## config.mk

```make
export PLATFORM = sky130hd
export DESIGN_NAME = mem_access_stage
export DESIGN_NICKNAME = d
export VERILOG_FILES = /design/src/rtl/mem_access_stage.sv
export SDC_FILE = /design/constraint.sdc
export NUM_CORES = 1
export LEC_CHECK = 0
export ABC_AREA = 1
export CAP_MARGIN = 40
export CORE_UTILIZATION = 46
export DETAILED_ROUTE_END_ITERATION = 8
export MAX_ROUTING_LAYER = met4
export PLACE_DENSITY = 0.94
export SYNTH_ARGS = -nofsm -noshare
export SYNTH_HDL_FRONTEND = slang
export SYNTH_SLANG_ARGS = --single-unit
```

## constraint.sdc

```tcl
create_clock -name clk -period 7.02 [get_ports clk]
set_input_delay 0.702 -clock clk [delete_from_list [all_inputs] [get_ports clk]]
set_output_delay 0.702 -clock clk [all_outputs]
set_load 0.01 [all_outputs]
```

## src/rtl/mem_access_stage.sv

```systemverilog
// MEM stage of the 5-stage MIPS pipeline: req/ack data-memory access with lane alignment and load extension.
// Optional bus timeout is enabled by defining MEM_TIMEOUT_EN.
module mem_access_stage #(
    parameter int DW      = 32,
    parameter int TIMEOUT = 64
) (
    input  logic          clk,
    input  logic          reset,
    input  logic          valid_M,
    input  logic          memread_M,
    input  logic          memwrite_M,
    input  logic [1:0]    memsize_M,
    input  logic          memunsigned_M,
    input  logic          regwrite_M,
    input  logic [DW-1:0] aluresult_M,
    input  logic [DW-1:0] writedata_M,
    input  logic [4:0]    writereg_M,
    output logic [DW-1:0] aluresult_out,
    output logic [DW-1:0] readdata_out,
    output logic [4:0]    writereg_out,
    output logic          regwrite_out,
    output logic          stall_M,
    output logic          misalign_M,
    output logic          bus_err,
    output logic          dmem_req,
    output logic          dmem_we,
    output logic [DW-1:0] dmem_addr,
    output logic [3:0]    dmem_be,
    output logic [DW-1:0] dmem_wdata,
    input  logic [DW-1:0] dmem_rdata,
    input  logic          dmem_ack
);

    typedef enum logic [1:0] {IDLE = 2'd0, BUSY = 2'd1, DONE = 2'd2} state_t;

    state_t        state_q, state_d;
    logic          req_q, req_d, we_q, we_d;
    logic [DW-1:0] addr_q, addr_d, wdata_q, wdata_d, rdata_q, rdata_d;
    logic [3:0]    be_q, be_d;
    logic [1:0]    lane_q, lane_d;
    logic          byte_q, byte_d, half_q, half_d, uns_q, uns_d;
    logic          bus_err_q, bus_err_d, to_q, to_d;

    logic          memop, is_byte, is_half, is_word, misaligned, issue;
    logic [3:0]    be_c;
    logic [DW-1:0] wdata_c, shifted, ext;

    assign memop      = valid_M & (memread_M | memwrite_M);
    assign is_byte    = (memsize_M == 2'b00);
    assign is_half    = (memsize_M == 2'b01);
    assign is_word    = memsize_M[1];
    assign misaligned = memop & ((is_half & aluresult_M[0]) | (is_word & (aluresult_M[1:0] != 2'b00)));
    assign issue      = (state_q == IDLE) & memop & ~misaligned;

    always_comb begin
        be_c    = 4'b1111;
        wdata_c = writedata_M;
        if (is_byte) begin
            be_c    = 4'b0001 << aluresult_M[1:0];
            wdata_c = {4{writedata_M[7:0]}};
        end else if (is_half) begin
            be_c    = 4'b0011 << {aluresult_M[1], 1'b0};
            wdata_c = {2{writedata_M[15:0]}};
        end
    end

`ifdef MEM_TIMEOUT_EN
    localparam logic [7:0] TO_LAST = 8'(TIMEOUT - 1);
    logic [7:0] cnt_q, cnt_d;
`endif

    always_comb begin
        state_d   = state_q;
        req_d     = req_q;
        we_d      = we_q;
        addr_d    = addr_q;
        wdata_d   = wdata_q;
        rdata_d   = rdata_q;
        be_d      = be_q;
        lane_d    = lane_q;
        byte_d    = byte_q;
        half_d    = half_q;
        uns_d     = uns_q;
        to_d      = to_q;
        bus_err_d = 1'b0;
`ifdef MEM_TIMEOUT_EN
        cnt_d     = cnt_q;
`endif
        case (state_q)
            IDLE: begin
                if (issue) begin
                    state_d = BUSY;
                    req_d   = 1'b1;
                    we_d    = memwrite_M & ~memread_M;
                    addr_d  = {aluresult_M[DW-1:2], 2'b00};
                    be_d    = be_c;
                    wdata_d = wdata_c;
                    lane_d  = aluresult_M[1:0];
                    byte_d  = is_byte;
                    half_d  = is_half;
                    uns_d   = memunsigned_M;
                    to_d    = 1'b0;
`ifdef MEM_TIMEOUT_EN
                    cnt_d   = '0;
`endif
                end
            end
            BUSY: begin
                if (dmem_ack) begin
                    state_d = DONE;
                    req_d   = 1'b0;
                    we_d    = 1'b0;
                    rdata_d = dmem_rdata;
`ifdef MEM_TIMEOUT_EN
                end else if (cnt_q == TO_LAST) begin
                    // Abandon the access: no data, no register write.
                    state_d   = DONE;
                    req_d     = 1'b0;
                    we_d      = 1'b0;
                    rdata_d   = '0;
                    bus_err_d = 1'b1;
                    to_d      = 1'b1;
                end else begin
                    cnt_d = cnt_q + 8'd1;
`endif
                end
            end
            DONE: begin
                state_d = IDLE;
                to_d    = 1'b0;
            end
            default: state_d = IDLE;
        endcase
    end

    always_ff @(posedge clk or posedge reset) begin
        if (reset) begin
            state_q   <= IDLE;
            req_q     <= 1'b0;
            we_q      <= 1'b0;
            addr_q    <= '0;
            wdata_q   <= '0;
            rdata_q   <= '0;
            be_q      <= '0;
            lane_q    <= '0;
            byte_q    <= 1'b0;
            half_q    <= 1'b0;
            uns_q     <= 1'b0;
            to_q      <= 1'b0;
            bus_err_q <= 1'b0;
`ifdef MEM_TIMEOUT_EN
            cnt_q     <= '0;
`endif
        end else begin
            state_q   <= state_d;
            req_q     <= req_d;
            we_q      <= we_d;
            addr_q    <= addr_d;
            wdata_q   <= wdata_d;
            rdata_q   <= rdata_d;
            be_q      <= be_d;
            lane_q    <= lane_d;
            byte_q    <= byte_d;
            half_q    <= half_d;
            uns_q     <= uns_d;
            to_q      <= to_d;
            bus_err_q <= bus_err_d;
`ifdef MEM_TIMEOUT_EN
            cnt_q     <= cnt_d;
`endif
        end
    end

    assign shifted = rdata_q >> {lane_q, 3'b000};

    always_comb begin
        ext = rdata_q;
        if (byte_q) begin
            ext = {{24{~uns_q & shifted[7]}}, shifted[7:0]};
        end else if (half_q) begin
            ext = {{16{~uns_q & shifted[15]}}, shifted[15:0]};
        end
    end

    assign aluresult_out = aluresult_M;
    assign writereg_out  = writereg_M;
    assign readdata_out  = (state_q == DONE) ? ext : '0;
    assign stall_M       = ~reset & (issue | (state_q == BUSY));
    assign misalign_M    = ~reset & (state_q == IDLE) & misaligned;
    assign regwrite_out  = regwrite_M & valid_M & ~stall_M & ~misaligned & ~to_q;
    assign bus_err       = bus_err_q;
    assign dmem_req      = req_q;
    assign dmem_we       = we_q;
    assign dmem_addr     = addr_q;
    assign dmem_be       = be_q;
    assign dmem_wdata    = wdata_q;

endmodule

```

# [Word level (Yosys, flattened, before mapping)]
# Index checks and enable logic that the tools add are counted.
[op_classes] eq_ne=5 bitwise=25 n_reduce_logical=10 mux=17 shift=3
[op_table] operator="$mux 32" count=5
[op_table] operator="$shr 32x5->16" count=1
[op_table] operator="$and 1x1->1" count=16
[op_table] operator="$mux 4" count=2
[op_table] operator="$reduce_and 2->1" count=4
[op_table] operator="$not 1->1" count=6
[op_table] operator="$pmux 1 s2" count=3
[op_table] operator="$reduce_bool 2->1" count=3
[op_table] operator="$eq 2x1->1 const B" count=2
[op_table] operator="$logic_not 2->1" count=2
[op_table] operator="$mux 1" count=4
[op_table] operator="$mux 2" count=2
[op_table] operator="$ne 2x2->1 const B" count=2
[op_table] operator="$pmux 2 s2" count=1
[op_table] operator="$shl 1x2->4 const A" count=1
[op_table] operator="$shl 2x2->4 const A" count=1
[op_table] operator="$or 1x1->1" count=3
[op_table] operator="$reduce_and 3->1" count=1
[op_table] operator="$eq 2x2->1 const B" count=1
[word_totals] word_cells=72 regBits=108

# [Depth between registers and ports, before layout]
# Gate-level depths: netlist of the first run.
[depth] word_depth=12 mapped_depth=10 ltp_nobuf=9

# [Worst setup path before layout of the first run]
# Ideal clock, no wire load.
[synth_path] kind="input port to output port" start="in reset" end="out regwrite_out" arrival_ps=3350 stages=2 setup_slack_ps=2968 cell_sequence="inv_1 a21oi_1"
[synth_between] elab_chain_cells=6
[synth_rtl] element="from (decl)" line="8" source="input logic reset,"
[synth_rtl] element="$not 1->1" line="188" source="assign stall_M = ~reset & (issue | (state_q == BUSY));"
[synth_rtl] element="$and 1x1->1" line="188"
[synth_rtl] element="$not 1->1" line="190" source="assign regwrite_out = regwrite_M & valid_M & ~stall_M & ~misaligned & ~to_q;"
[synth_rtl] element="$and 1x1->1 (3 in series)" line="190"
[synth_rtl] element="to (decl)" line="21" source="output logic regwrite_out,"
# No other way between the ends.

# [Final worst setup path of the first run]
[layout_path] start="in memsize_M[1]" end="out regwrite_out"
[layout_between] elab_chain_cells=12 word_cells_on_any_way=13 classes_between="eq/ne: 1; bitwise: 12"
[layout_rtl] element="from (decl)" line="12" source="input logic [1:0] memsize_M,"
[layout_rtl] element="$eq 2x1->1" line="50" source="assign is_half = (memsize_M == 2'b01);"
[layout_rtl] element="$and 1x1->1" line="52" source="assign misaligned = memop & ((is_half & aluresult_M[0]) | (is_word & (aluresult_M[1:0] != 2'b00)));"
[layout_rtl] element="$or 1x1->1 *" line="52"
[layout_rtl] element="$and 1x1->1 *" line="52"
[layout_rtl] element="$not 1->1 *" line="53, 190"
[layout_rtl] element="$and 1x1->1" line="53" source="assign issue = (state_q == IDLE) & memop & ~misaligned;"
[layout_rtl] element="$or 1x1->1" line="188"
[layout_rtl] element="$and 1x1->1" line="188"
[layout_rtl] element="$not 1->1" line="190"
[layout_rtl] element="$and 1x1->1" line="190"
[layout_rtl] element="$and 1x1->1 * (2 in series)" line="190"
# Every way passes the cells marked *; elsewhere a longest branch is shown, timed or not.

==> results of run 1 <==
==> state kept, by name, indices dropped and copies added, names as in the netlist <==
register    flops
uns_q           1
half_q          1
rdata_q        32
dmem_req        1
dmem_we         1
state_q         2
dmem_addr      30
lane_q          2
dmem_wdata     32
byte_q          1
dmem_be         4
==> worst max-delay path, delay by kind of cell <==
| family | cells | cell delay, ns |
|---|---|---|
| buffers and inverters | 3 | 1.66 |
| AND/OR/NAND/NOR | 4 | 0.43 |
| AO/OA/AOI/OAI | 1 | 0.21 |
==> worst paths after layout <==
kind / startpoint / end / slack (ns)
setup / recovery: memsize_M[1] / regwrite_out / 3.31
hold / removal: dmem_addr[5] / dmem_addr[5] / 0.48
setup reg to reg: state_q[1] / dmem_wdata[27] / 4.70
hold reg to reg: dmem_addr[5] / dmem_addr[5] / 0.48
max in group asynchronous: reset / rdata_q[15] / 4.92
min in group asynchronous: reset / dmem_addr[9] / 0.89
==> area by class of cell <==
class                      count  share of cell area, %
sequential                   107                   33.2
timing repair buffer         244                   30.3
multi-input combinational    548                   28.1
clock buffer                   9                   2.79
tap                          168                   2.60
inverter                      44                   2.08
clock inverter                 7                   1.04
==> logic make-up after synthesis <==
| family | after synthesis | synth area share (%) |
|---|---|---|
| AO/OA/AOI/OAI | 82 | 7.23 |
| buffers and inverters | 122 | 13.6 |
| flip-flops | 107 | 46.9 |
| other | 1 | 0.0656 |
| AND/OR/NAND/NOR | 463 | 32.3 |
==> cells in the final DEF, fill, tap and decap left out <==
| cell | Yosys | final |
|---|---|---|
| buf_12 | 0 | 1 |
| clkinv_4 | 0 | 1 |
| nor3_1 | 1 | 1 |
| nand2_2 | 3 | 3 |
| inv_6 | 0 | 2 |
| bufinv_16 | 0 | 1 |
| nand2_1 | 386 | 386 |
| nor2_4 | 2 | 2 |
| nand3_1 | 40 | 40 |
| inv_1 | 37 | 36 |
| clkbuf_16 | 0 | 9 |
| nand4_4 | 1 | 1 |
| clkdlybuf4s50_1 | 0 | 240 |
| inv_8 | 0 | 2 |
| nor2_2 | 3 | 3 |
| conb_1 | 1 | 3 |
| o21ai_0 | 54 | 54 |
| nand3_2 | 1 | 1 |
| inv_4 | 0 | 1 |
| nor2_1 | 26 | 26 |
| clkinv_2 | 0 | 1 |
| a31oi_1 | 2 | 2 |
| clkinv_1 | 2 | 2 |
| dfrtp_1 | 107 | 107 |
| buf_4 | 45 | 3 |
| inv_2 | 5 | 5 |
| a21oi_1 | 26 | 26 |
==> metrics by stage <==
step                std cells  hold WS (ns)
floorplan                 777         0.449
global placement         1110         0.461
detailed placement       1111         0.465
CTS                      1127         0.485
global route             1127         0.500
finish                   1127         0.477
==> metal layers <==
| metal | track usage, % | vias to the layer above | routed length [um] |
|---|---|---|---|
| met5 | - | - | 0 |
| met2 | 48.7 | 270 | 8770 |
| met4 | 9.56 | 0 | 503 |
| met1 | 33.5 | 2656 | 7050 |
| met3 | 5.74 | 33 | 1250 |
| li1 | - | 2713 | - |
==> power by group through the flow <==
stage / sequential (mW) / combinational (mW) / clock [mW]
final: 0.995 / 1.14 / 0.536
after global routing: 1.02 / 1.25 / 0.572
after CTS: 0.991 / 1.14 / 0.541
after detailed placement: 0.997 / 1.13 / 0
after global placement: 0.993 / 1.10 / 0
after floorplan: 1.02 / 0.581 / 0
==> flow_metrics.tcl, run 1 <==
set metrics [dict create \
    final_critical_path_setup_slack_ns 3.31 \
    peakVddDrop_mv 0.201 \
    areaGrowthSynthToFinish_pct 41.3 \
    cts-buffers-inserted 9 \
    postSynthRegisterBits 107 \
    final.fill_count 974 \
    cts-hold-fix-buffers 0 \
    synth.top_cells.by_area "dfrtp_1 47%, nand2_1 25%, buf_4 5.9%, o21ai_0 4.7%, buf_6 3.5%" \
    wire_per_inst_um 15.6 \
    achievable-frequency_ghz 0.270 \
    path_cells "clkdlybuf4s50_1 > inv_2 > nand2_1 > nand3_2 > nand2_2 > nand2_1 > a21oi_1 > clkdlybuf4s50_1" \
    pwr-share-clk_pct 20.1 \
    grt_antenna_before_repair 0 \
    fp.dieArea_sq_um 12900 \
    timing.critical_path.to_type "output port" \
    synth.yosys.seq_area_share_pct 46.9 \
    ys.warnings.count 0 \
    routabilityCongestion 0.927 \
    start_util_pct 47.4 \
    power.switching_mw 1.01 \
    power.density_nw_per_um2 331 \
    fin_util_pct 67.0 \
    finalMaxSlewViolations 0 \
    internal_power_mw 1.66 \
    finish.instance_area_sq_um 8080 \
    io_buffers 240 \
    pin_count_of_the_biggest_net_entering_global_routing 81 \
    worstSetupPathType "in2out" \
    relSlewSlack_pct 43.6 \
    timing.max_cap.violations 0 \
    post-cts-setup-buffers 0 \
    synth.most_common_cell "nand2_1" \
    dr_total_vias 5672 \
    synth_edf_count 0 \
    pre_cts_ws_ns 3.21 \
    final_net_count 1065 \
    crit_slowest_cell "clkdlybuf4s50_1" \
    overflow 0 \
    pwr-share-seq_pct 37.3 \
    htreeDepth 3 \
    drt-pass1-iter-count 5 \
    dieWidth_um 113 \
    reg2regPathDepth 9 \
    multi_input_area_sq_um 2270 \
    post_route_cells_drive_above_1_share_pct 3.75 \
    synth_top_cells_by_count "386 x nand2_1, 107 x dfrtp_1, 54 x o21ai_0, 45 x buf_4, 40 x nand3_1" \
    cts_buffer_depth 2 \
    max_slew.worst_pin.slew_ns 0.842 \
    timing.critical_path.arrival_ns 3.00 \
    syn_area_per_cell_sq_um 7.37 \
    number_of_standard_cells_after_synthesis 775 \
    std_cell_rows 40 \
    grt_pass1_wl_um 27700 \
    cts.sinks 107 \
    netlist-cell-type-count 21 \
    gr-usage-all-layers_pct 28.4 \
    routed_via_density 5.03 \
    final_setup_violations 0 \
    critPathMaxStageDelay_ns 0.86 \
    mappedNetlistArea_sq_um 5710 \
    clock-skew-final_ns 0.0124 \
    hold_depth 2 \
    worstHoldPathType "reg2reg" \
    detail_route.drc_violations 0 \
    pin_count 254 \
    cts_repair_resize_count 0 \
    clk_pin_slew_worst_paths_ns 0.07 \
    coreArea_sq_um 12100 \
    design_power_total_mw 2.67 \
    clk-insertion-delay-late_ns 0.35 \
    synth-main-ff-cell "dfrtp_1" \
    placement.cell_area_sq_um 7770 \
    total_leakage_power_nw 3.93 \
    combPwrFrac_pct 42.6 \
    finalHoldViolations 0 \
    num_antenna_cells 0 \
    timing.critical_path.fanout_max 19 \
    sequential_cell_area_sq_um 2680 \
    yosys.area.top_type "dfrtp_1" \
    synth_top_area_share_pct 46.9 \
    antenna_left 0 \
    clock_tree_from_tritoncts "done" \
    die_height_um 113 \
    p_sw_share_pct 38.0 \
    dp.final_hpwl_um 12800 \
    worst_setup_path_start_kind "primary input" \
    cts_root_buffer "clkbuf_16" \
    outcome "finished clean" \
    finalCriticalPeriod_ns 3.71 \
    setup_total_negative_slack_ns 0 \
    required_ns 6.32 \
    synthArstFlopShare_pct 100 \
    drt-total-wl_um 17600 \
    number_of_global_route_vias_before_repair 5630 \
    final.period_utilization_pct 52.8 \
    drt_iter0_drc 665 \
    unrepaired_setup_endpoints_after_global_routing "no" \
]
Power figures use the tool's default switching activity.
==> run 2, diff against run 1 <==
--- a/config.mk
+++ b/config.mk
@@ -7,10 +7,10 @@
 export LEC_CHECK = 0
 export ABC_AREA = 1
 export CAP_MARGIN = 40
-export CORE_UTILIZATION = 46
+export CORE_UTILIZATION = 38
 export DETAILED_ROUTE_END_ITERATION = 8
 export MAX_ROUTING_LAYER = met4
-export PLACE_DENSITY = 0.94
+export PLACE_DENSITY = 0.84
 export SYNTH_ARGS = -nofsm -noshare
 export SYNTH_HDL_FRONTEND = slang
 export SYNTH_SLANG_ARGS = --single-unit
==> constraint.sdc (replaced) <==
create_clock -name clk -period 3.15 [get_ports clk]
set_input_delay 0.315 -clock clk [delete_from_list [all_inputs] [get_ports clk]]
set_output_delay 0.315 -clock clk [all_outputs]
set_load 0.01 [all_outputs]
==> run 2 against run 1 <==
Sequential power rose by 120%. Utilization fell by 11 points. Design area rose by 0.73%. Total power rose by 120%. Clock skew fell by 0.0051 ns. Global-route usage fell by 4.6 points. Routed wire length barely moved. Hold slack barely moved. Largest power group unchanged. Largest cell class unchanged. Non-clock buffer count rose by 7.
==> flow_metrics.tcl, run 2 (synthesis gave the netlist of run 1 again) <==
set metrics [dict create \
    outcome "finished clean" \
    number_of_global_route_vias_before_repair 5560 \
    finish.instance_area_sq_um 8140 \
    finalHoldViolations 0 \
    power.density_nw_per_um2 726 \
    layout.cells.most_common_list "386 x nand2_1, 240 x clkdlybuf4s50_1, 107 x dfrtp_1" \
    fp.dieArea_sq_um 15500 \
    post-cts-setup-buffers 0 \
    timing.max_cap.violations 0 \
    detail_route.drc_violations 0 \
    clock_tree_from_tritoncts "done" \
    final_net_count 1072 \
    timing.critical_path.to_type "output port" \
    timing.critical_path.arrival_ns 2.55 \
    max_slew.worst_pin.slew_ns 0.729 \
    mostFrequentLayoutCell "nand2_1" \
    cts_buffer_depth 2 \
    final_setup_violations 0 \
    overflow 0 \
    clock-skew-final_ns 0.00732 \
    sequential_cell_area_sq_um 2680 \
    dieWidth_um 125 \
    pwr-share-clk_pct 19.4 \
    dr_total_vias 5590 \
    die_height_um 125 \
    final.fill_count 1343 \
    antenna_left 0 \
    finalCriticalPeriod_ns 2.86 \
    std_cell_rows 44 \
    achievable-frequency_ghz 0.350 \
    pin_count 254 \
    pwr-share-seq_pct 37.0 \
    final.period_utilization_pct 90.8 \
    total_leakage_power_nw 3.95 \
    relSlewSlack_pct 51.4 \
    drt-total-wl_um 17600 \
    peakVddDrop_mv 0.461 \
    required_ns 2.83 \
    drt-pass1-iter-count 5 \
    drt_iter0_drc 394 \
    p_sw_share_pct 37.4 \
    internal_power_mw 3.70 \
    placement.cell_area_sq_um 7840 \
    routabilityCongestion 0.962 \
    timing.critical_path.fanout_max 22 \
    setup_total_negative_slack_ns 0 \
    routed_via_density 4.86 \
    areaGrowthSynthToFinish_pct 42.4 \
    wire_per_inst_um 15.3 \
    cts_root_buffer "clkbuf_16" \
    worstSetupPathType "reg2out" \
    dp.final_hpwl_um 13000 \
    cts-buffers-inserted 9 \
    num_antenna_cells 0 \
    start_util_pct 39.2 \
    finalMaxSlewViolations 0 \
    unrepaired_setup_endpoints_after_global_routing "no" \
    cts_repair_resize_count 0 \
    multi_input_area_sq_um 2270 \
    power.switching_mw 2.21 \
    coreArea_sq_um 14600 \
    combPwrFrac_pct 43.6 \
    io_buffers 240 \
    grt_antenna_before_repair 0 \
    clk_pin_slew_worst_paths_ns 0.07 \
    cts-hold-fix-buffers 0 \
    htreeDepth 3 \
    cts.sinks 107 \
    pin_count_of_the_biggest_net_entering_global_routing 57 \
    clk-insertion-delay-late_ns 0.35 \
    post_route_cells_drive_above_1_share_pct 4.24 \
    grt_pass1_wl_um 28200 \
    worst_setup_path_start_kind "flop" \
    gr-usage-all-layers_pct 23.8 \
    worstHoldPathType "reg2reg" \
]
[run 2: changes by cell type in the layout (fill, tap and decap cells not counted)]
cell        previous run  this run
clkinvlp_4             0         1
buf_4                  3        10
inv_8                  2         0
clkbuf_1               0         2
inv_4                  1         0
[run 2: layout make-up]
cell class,instances,area share [%]
Clock buffer,11,2.86
Sequential cell,107,32.9
Multi-Input combinational cell,548,27.9
Tap cell,184,2.83
Timing Repair Buffer,251,30.7
Inverter,44,2.08
Clock inverter,5,0.754
[run 2: power by group through the flow]
| stage | registers (mW) | clock network [mW] | logic [mW] |
|---|---|---|---|
| final | 2.19 | 1.15 | 2.58 |
| after global routing | 2.26 | 1.24 | 2.83 |
| after CTS | 2.19 | 1.19 | 2.58 |
| after detailed placement | 2.20 | 0 | 2.56 |
| after global placement | 2.19 | 0 | 2.53 |
| after floorplan | 2.28 | 0 | 1.30 |
[run 2: worst paths after layout]
path	from	to	slack, ns	cells past startpoint
worst min-delay path	dmem_req	dmem_req	0.48	2
max in group asynchronous	reset	rdata_q[19]	1.37	4
worst min register to register	dmem_req	dmem_req	0.48	2
min in group asynchronous	reset	dmem_addr[28]	0.59	3
worst max-delay path	lane_q[1]	readdata_out[8]	0.29	8
worst max register to register	state_q[1]	half_q	1.18	9
[run 2: stage by stage]
step	power [mW]	cells	hold slack, ns	setup WS, ns	utilization [%]
floorplan	3.57	777	0.422	0.472	-
global placement	4.73	1134	0.462	0.477	53.7
detailed placement	4.76	1134	0.464	0.426	53.7
CTS	5.95	1150	0.484	0.261	55.8
global route	6.33	1150	0.501	0.0818	55.8
finish	5.91	1150	0.478	0.290	55.8
[run 2: worst max-delay path, cell delays in order, from the launching register on]
cell and delay, ns:
dfrtp_1 0.52, inv_1 0.35, nand2_1 0.10, nand2_1 0.10, nand2_1 0.06, nand2_1 0.07
nand2_2 0.24, nor2_1 0.21, clkdlybuf4s50_1 0.56
[run 2: routing by layer]
layer | vias to the layer above | global-route usage, % | part of all wire [%]
met5 | - | - | 0
met2 | 271 | 38.0 | 47
met4 | 0 | 6.66 | 2.3
met3 | 29 | 7.95 | 8.9
li1 | 2721 | - | -
met1 | 2569 | 28.6 | 42
==> run 3, diff against run 2 <==
--- a/config.mk
+++ b/config.mk
@@ -7,6 +7,7 @@
 export LEC_CHECK = 0
 export ABC_AREA = 1
 export CAP_MARGIN = 40
+export CORE_MARGIN = 2
 export CORE_UTILIZATION = 38
 export DETAILED_ROUTE_END_ITERATION = 8
 export MAX_ROUTING_LAYER = met4
==> run 3 against run 2 <==
Via count is 1.1% higher. Sequential power hardly changed. Critical path depth is 2 higher. Count of clock-buffer cells in the layout stayed put. Global-route usage is 0.75 points lower. Total power is 0.21% higher. Die area is 3.2% higher. Final cell count is 0.17% lower. Setup slack better by 0.042 ns. Hold slack better by 0.0014 ns. Critical path type unchanged. Largest power group unchanged.
==> flow_metrics.tcl, run 3 (synthesis gave the netlist of run 1 again) <==
set metrics [dict create \
    num_antenna_cells 0 \
    grt_pass1_wl_um 28400 \
    dieWidth_um 127 \
    final_setup_violations 0 \
    timing.critical_path.fanout_max 26 \
    areaGrowthSynthToFinish_pct 42.3 \
    unrepaired_setup_endpoints_after_global_routing "no" \
    peakVddDrop_mv 0.578 \
    worst_setup_path_start_kind "flop" \
    fin_util_pct 55.8 \
    final_cells 1148 \
    achievable-frequency_ghz 0.355 \
    final.fill_count 1349 \
    fp.dieArea_sq_um 16000 \
    finalMaxSlewViolations 0 \
    power.density_nw_per_um2 728 \
    pre_cts_ws_ns 0.659 \
    timing.max_cap.violations 0 \
    std_cell_rows 44 \
    post-cts-setup-buffers 0 \
    finish.instance_area_sq_um 8130 \
    post_route_cells_drive_above_1_share_pct 4.15 \
    dp.final_hpwl_um 13100 \
    worst_hold_slack_ns 0.479 \
    pin_count_of_the_biggest_net_entering_global_routing 108 \
    detail_route.drc_violations 0 \
    clk_pin_slew_worst_paths_ns 0.07 \
    cts-hold-fix-buffers 0 \
    cts_buffer_depth 2 \
    drt_iter0_drc 526 \
    worstSetupPathType "reg2out" \
    io_buffers 240 \
    max_slew.worst_pin.slew_ns 0.730 \
    placement.cell_area_sq_um 7840 \
    routabilityCongestion 0.937 \
    finalHoldViolations 0 \
    wire_per_inst_um 15.7 \
    drt-pass1-iter-count 5 \
    number_of_global_route_vias_before_repair 5617 \
    htreeDepth 3 \
    finalCriticalPeriod_ns 2.82 \
    total_leakage_power_nw 3.95 \
    final.period_utilization_pct 89.5 \
    clk-insertion-delay-late_ns 0.35 \
    multi_input_area_sq_um 2270 \
    sequential_cell_area_sq_um 2680 \
    dr_total_vias 5654 \
    timing.critical_path.arrival_ns 2.50 \
    layout.cells.most_common_list "386 x nand2_1, 240 x clkdlybuf4s50_1, 107 x dfrtp_1" \
    design_power_total_mw 5.92 \
    mostFrequentLayoutCell "nand2_1" \
    clock-skew-final_ns 0.00825 \
    grt_antenna_before_repair 0 \
    relSlewSlack_pct 51.3 \
    cts_root_buffer "clkbuf_16" \
    clock_tree_from_tritoncts "done" \
    outcome "finished clean" \
    final_net_count 1070 \
    coreArea_sq_um 14600 \
    cts_repair_resize_count 0 \
    final_critical_path_setup_slack_ns 0.331 \
    die_height_um 127 \
    worstHoldPathType "reg2reg" \
    overflow 0 \
    cts.sinks 107 \
    antenna_left 0 \
    gr-usage-all-layers_pct 23.0 \
    pin_count 254 \
    start_util_pct 39.2 \
    dp_cells 1132 \
    routed_via_density 4.93 \
    drt-total-wl_um 18000 \
    cts-buffers-inserted 9 \
    timing.critical_path.to_type "output port" \
    setup_total_negative_slack_ns 0 \
    required_ns 2.83 \
]
## run 3: cell count changes in the layout (fill, tap and decap cells not counted)
cell        before  now
inv_6            2    0
clkinv_2         1    3
clkinv_4         1    0
clkbuf_8         0    1
clkinvlp_4       1    2
buf_12           1    2
clkbuf_1         2    1
buf_4           10    7
## run 3: final timing paths
check	from	end	slack, ns	depth (start not counted)
setup / recovery	lane_q[0]	readdata_out[11]	0.33	10
hold / removal	dmem_addr[6]	dmem_addr[6]	0.48	2
setup reg to reg	state_q[1]	dmem_be[1]	1.40	6
hold reg to reg	dmem_addr[6]	dmem_addr[6]	0.48	2
max in group asynchronous	reset	rdata_q[12]	2.13	3
min in group asynchronous	reset	dmem_req	0.54	3
## run 3: power breakdown
part           internal (mW)  switching, mW  leakage, nW  total, mW
Sequential              1.88          0.327         1.33       2.21
Clock                  0.635          0.505        0.145       1.14
Combinational           1.19           1.38         2.48       2.58
Total                   3.71           2.21         3.95       5.92
## run 3: cell type report
class                      instances  area share, %
clock inverter                     5          0.646
tap                              184           2.83
timing repair buffer             249           30.7
sequential                       107           32.9
clock buffer                      11           2.98
multi-input combinational        548           27.9
inverter                          44           2.08
## run 3: critical path, stage by stage (launching register included)
cell             delay, ns
dfrtp_1               0.39
inv_2                 0.31
nand2_1               0.09
nand2_1               0.07
nand2_1               0.04
nand2_1               0.10
nand2_1               0.07
nand2_1               0.07
nand2_2               0.23
nor2_1                0.21
clkdlybuf4s50_1       0.56
## run 3: routing by layer
metal  vias to the layer above  wire length, um  part of all wire, %  GRT usage, %
met5                         -                0                    0             -
met4                         0              583                  3.2          9.24
met3                        44             1880                   10          8.10
met2                       295             8270                   46          35.2
met1                      2589             7300                   40          28.0
li1                       2726                -                    -             -
